<file path="src/rtl/edfic_core_sink.sv">
// Core-side sink of the EDFIC interrupt interface: admits the arbitration winner only if it is
// strictly more urgent than the running handler, runs the req/take handshake, tracks nesting.
module edfic_core_sink #(
  parameter int NrIrqs    = 4,
  parameter int DlWidth   = 24,
  parameter int NestDepth = 4,
  localparam int IdWidth  = $clog2(NrIrqs),
  localparam int DepthW   = $clog2(NestDepth + 1)
) (
  input  logic               clk_i,
  input  logic               rst_i,
  input  logic [63:0]        mtime_i,
  input  logic               gie_i,
  input  logic               irq_valid_i,
  input  logic [IdWidth-1:0] irq_id_i,
  input  logic [DlWidth-1:0] irq_dl_i,
  output logic               irq_ack_o,
  output logic [IdWidth-1:0] irq_id_o,
  output logic               core_req_o,
  output logic [IdWidth-1:0] core_id_o,
  input  logic               core_take_i,
  input  logic               core_ret_i,
  output logic [DepthW-1:0]  depth_o,
  output logic [DlWidth-1:0] cur_dl_o,
  output logic               ret_err_o
);

  localparam int IdxW = (NestDepth > 1) ? $clog2(NestDepth) : 1;
  localparam logic [DepthW-1:0] MaxDepth = DepthW'(NestDepth);

  typedef enum logic [1:0] {S_IDLE, S_REQ, S_ACK} state_t;

  state_t               state_q, state_d;
  logic [IdWidth-1:0]   lat_id_q, lat_id_d;
  logic [DlWidth-1:0]   lat_cand_q, lat_cand_d;
  logic [DepthW-1:0]    depth_q;
  logic                 ret_err_q;
  logic [DlWidth-1:0]   stack_q [NestDepth];

  logic [DlWidth-1:0]   cand, top, diff;
  logic [IdxW-1:0]      top_idx, push_idx;
  logic                 admit, take, ret_pop;
  logic                 mtime_unused;

  assign mtime_unused = &{1'b0, mtime_i[63:DlWidth]};

  assign push_idx = depth_q[IdxW-1:0];
  assign top_idx  = IdxW'(depth_q - DepthW'(1));
  assign top      = (depth_q == '0) ? '0 : stack_q[top_idx];
  assign cand     = mtime_i[DlWidth-1:0] + irq_dl_i;
  // Sign of the modular difference keeps the urgency test correct across timer wrap.
  assign diff     = cand - top;
  assign admit    = irq_valid_i & gie_i & (depth_q < MaxDepth) &
                    ((depth_q == '0) | diff[DlWidth-1]);
  assign ret_pop  = core_ret_i & (depth_q != '0);

  always_comb begin
    state_d    = state_q;
    lat_id_d   = lat_id_q;
    lat_cand_d = lat_cand_q;
    take       = 1'b0;
    case (state_q)
      S_IDLE: begin
        if (admit) begin
          lat_id_d   = irq_id_i;
          lat_cand_d = cand;
          state_d    = S_REQ;
        end
      end
      S_REQ: begin
        if (core_take_i) begin
          take    = 1'b1;
          state_d = S_ACK;
        end else if (!admit) begin
          state_d = S_IDLE;
        end else if (irq_id_i != lat_id_q) begin
          lat_id_d   = irq_id_i;
          lat_cand_d = cand;
        end
      end
      S_ACK:   state_d = S_IDLE;
      default: state_d = S_IDLE;
    endcase
  end

  always_ff @(posedge clk_i) begin
    if (rst_i) begin
      state_q    <= S_IDLE;
      lat_id_q   <= '0;
      lat_cand_q <= '0;
      depth_q    <= '0;
      ret_err_q  <= 1'b0;
      for (int i = 0; i < NestDepth; i++) stack_q[i] <= '0;
    end else begin
      state_q    <= state_d;
      lat_id_q   <= lat_id_d;
      lat_cand_q <= lat_cand_d;
      // A return and a take in the same cycle replace the top entry in place.
      if (take && ret_pop) begin
        stack_q[top_idx] <= lat_cand_q;
      end else if (take && (depth_q < MaxDepth)) begin
        stack_q[push_idx] <= lat_cand_q;
        depth_q           <= depth_q + DepthW'(1);
      end else if (ret_pop) begin
        depth_q <= depth_q - DepthW'(1);
      end
      if (core_ret_i && (depth_q == '0)) ret_err_q <= 1'b1;
    end
  end

  assign core_req_o = (state_q == S_REQ);
  assign core_id_o  = lat_id_q;
  assign irq_ack_o  = (state_q == S_ACK);
  assign irq_id_o   = (state_q == S_ACK) ? lat_id_q : '0;
  assign depth_o    = depth_q;
  assign cur_dl_o   = top;
  assign ret_err_o  = ret_err_q;

endmodule
</file>
<file path="config.mk">
export PLATFORM = sky130hd
export DESIGN_NAME = edfic_core_sink
export DESIGN_NICKNAME = d
export VERILOG_FILES = /design/src/rtl/edfic_core_sink.sv
export SDC_FILE = /design/constraint.sdc
export NUM_CORES = 1
export LEC_CHECK = 0
export ABC_AREA = 1
export CAP_MARGIN = 20
export CORE_MARGIN = 2
export CORE_UTILIZATION = 39
export DETAILED_ROUTE_END_ITERATION = 6
export GPL_TIMING_DRIVEN = 0
export PLACE_DENSITY_LB_ADDON = 0.15
export SYNTH_ARGS = -nofsm -noshare
export SYNTH_HDL_FRONTEND = slang
export SYNTH_SLANG_ARGS = --single-unit
</file>
<file path="constraint.sdc">
create_clock -name clk_i -period 3.9 [get_ports clk_i]
set_input_delay 0.78 -clock clk_i [delete_from_list [all_inputs] [get_ports clk_i]]
set_output_delay 0.78 -clock clk_i [all_outputs]
set_load 0.005 [all_outputs]
</file>
==> flow_summary.ini <==
[logic_synthesis]
syn_area_sq_um = 7800
post_synth_xor_area_fraction = 0.0236
synthSimpleGateAreaFrac = 0.261
yosysSeqAreaShare = 0.452
synth_top_family_by_area = simple AND/OR/NAND/NOR gates
ys_types = 42
syn_nets = 1116
synth-compound-area-share = 0.100
ys.flop_type = edfxtp_1
synthAdderAreaFrac = 0.0796
ys_ff_latch = 128
synth_edf_count = 96
syn_area_per_cell_sq_um = 8.03
muxShareOfSynthArea = 0
syn_inst = 971
async_flop_share = 0
yosysWarnings = 0

[timing]
fin_crit_ps = 4040
worstMarginPinSlew_ps = 847
relSlewSlack = 0.435
rsz0062_at_grt = yes
finalCritPeriodShare = 1.04
hold_viol_final = 0
fin_skew_ps = 9.11
final_max_slew_viol_count = 0
setup_viol = 26
worst_slack_ps = -140
clock.fmax_ghz = 0.248

[final_layout]
postLayoutCoreUtil = 0.580
final_nets = 1310
syn_to_final_growth_pct = 45.2
drive_gt1_frac = 0.321
antenna_cells = 0
stdcell_count = 1443

[place]
place_inst = 1328
numPortBuffers = 89
hpwl_mm = 16.2
place_congestion = 0.875
dp_slack_ps = -1440

[run_status]
violations = setup timing
status = finished, violations left

[floorplanning]
start_util = 0.399
die-height_microns = 145
rows = 51
core_sq_um = 19500
die_w_microns = 145
ios = 130
die_area_sq_um = 21100

[clock_tree]
clkLatencyLatePin_ps = 420
cts_buffer_depth = 2
h-tree-depth = 4
cts_tree = yes
cts_sinks = 128
clockRootBuffer = clkbuf_16
path_clk_slew_ps = 60
numCtsBuffers = 17

[critical_path]
end_kind = flop
slowest_stage = fa_2
critPathRequiredTime_ps = 4220
worstPathMaxFanout = 5
arrival_ps = 4360
max_stage_delay_ps = 370
crit_type = primary input to flop
cp_top_family = simple AND/OR/NAND/NOR gates
cp_num_buf_inv = 7
cp-start-kind = primary input
crit_top_cell = nand2_2

[route]
drtPass1Iterations = 5
drt_wl_total_mm = 23.4
wl_per_cell_microns = 16.2
drc_errors = 0
drt-initial-drc-count = 581
via_per_inst = 4.93
ant_nets = 0
vias = 7112

[global_routing]
grt_overflow = 0
grtUsageTotal = 0.223
grt_max_degree = 25
grt_pass1_vias = 6960
antenna_found_initial = 0
grt_pass1_wl_mm = 36.9

[min_path]
hp-class = flop to flop

[pwr]
powerDensity_nw_per_um2 = 682
irDropWorstVdd_uv = 400
p_leak_nw = 4.78

[flow_run]
drv_cap = 0
routing by layer:
metal  track usage  up-vias  wire [microns]
met4        0.0858        0             576
met1         0.295     3308           10300
met3        0.0357       37            1190
met5             0        -               0
met2         0.369      226           11400
li1              -     3541               -
sequential cells by signal (all words and copies together), names as in the netlist:
register and flops:
state_q 2, depth_o 3, stack_q 96, core_id_o 2, ret_err_o 1, lat_cand_q 24
logic make-up after synthesis:
logic type      Yosys count
fa+ha+maj                49
xor+xnor                 21
flops                   128
buf+inv                 163
simple gates            468
compound gates          142
power by group:
group	leakage [nW]	switching [mW]	internal (mW)
Clock	0.280	0.601	0.971
Sequential	1.26	0.128	1.68
Combinational	3.25	2.43	1.91
layout by cell type (no fill, tap or decap), drive strengths merged:
master,count
inv,128
a21o,2
a31oi,1
ha,48
a21oi,60
a211oi,3
clkdlybuf4s50,47
xor2,18
edfxtp,96
a31o,1
dlygate4sd2,26
clkinv,6
fa,1
nand2,161
nor2,251
buf,114
nor3,5
clkdlybuf4s15,2
o21bai,4
dfxtp,32
or2,1
clkbuf,41
bufinv,2
dlymetal6s2s,2
nand3,43
xnor2,3
o21a,1
o22ai,1
a21boi,1
clkinvlp,2
nor4,2
o2111ai,1
o21ai,66
a221oi,1
nand4,5
timing repair:
| action | CTS | global route |
|---|---|---|
| pin swaps | 74 | 31 |
| cloned | 2 | 0 |
| buffers inserted | 72 | 8 |
| hold buffers | 0 | 0 |
| gates resized for setup | 251 | 49 |
| setup endpoints to repair | 123 | 54 |
| endpoints found under the hold margin | 0 | 0 |
Yosys cell counts (2+ instances only):
cell type,number,share of area
nor2_4,2,0.0029
nand4_1,4,0.0032
nand3_2,2,0.0026
a211oi_1,3,0.0029
buf_2,6,0.0039
nand2_4,4,0.0058
inv_2,9,0.0043
ha_1,48,0.077
nand2_1,150,0.072
buf_8,2,0.0039
xnor2_1,3,0.0034
buf_4,3,0.0029
o21ai_0,63,0.040
inv_1,119,0.057
a21oi_1,56,0.036
nor4_1,2,0.0016
nand3_1,41,0.026
nand2_2,7,0.0056
clkbuf_1,19,0.0091
nor2_2,42,0.034
a21oi_2,3,0.0034
edfxtp_1,96,0.37
o21bai_1,4,0.0039
o21ai_1,3,0.0019
xor2_1,18,0.020
buf_1,5,0.0024
dfxtp_1,32,0.082
nor2_1,206,0.099
nor3_1,5,0.0032
a21o_1,2,0.0019
through the flow:
stage / hold WS (ps) / area [sq um] / total power [mW] / TNS (ps)
detailed placement: 472 / 9240 / 5.13 / -73220
global route: 494 / 11300 / 8.25 / -9690
global placement: 464 / 9160 / 5.08 / -98660
floorplan: 455 / 7940 / 3.85 / -1490
finish: 479 / 11300 / 7.72 / -2980
CTS: 484 / 11100 / 7.51 / -1070
cell type report:
class                   instances  area [sq um]
well taps                     265           332
repair buffers                175          1560
clock buffers                  22           464
fillers                      1761          8200
plain buffers                  35           293
multi-input cells             680          4560
clock inverters                10           113
inverters                     128           485
flip-flops and latches        128          3530
final timing paths:
check                           depth (start not counted)  slack [ps]             end   startpoint
worst max-delay path                                   29        -140  lat_cand_q[15]  irq_dl_i[0]
worst min-delay path                                    1         480       ret_err_o    ret_err_o
worst max register to register                         27         -90  lat_cand_q[15]   depth_o[0]
worst min register to register                          1         480       ret_err_o    ret_err_o
No activity file was read; power rests on OpenSTA's default activity.
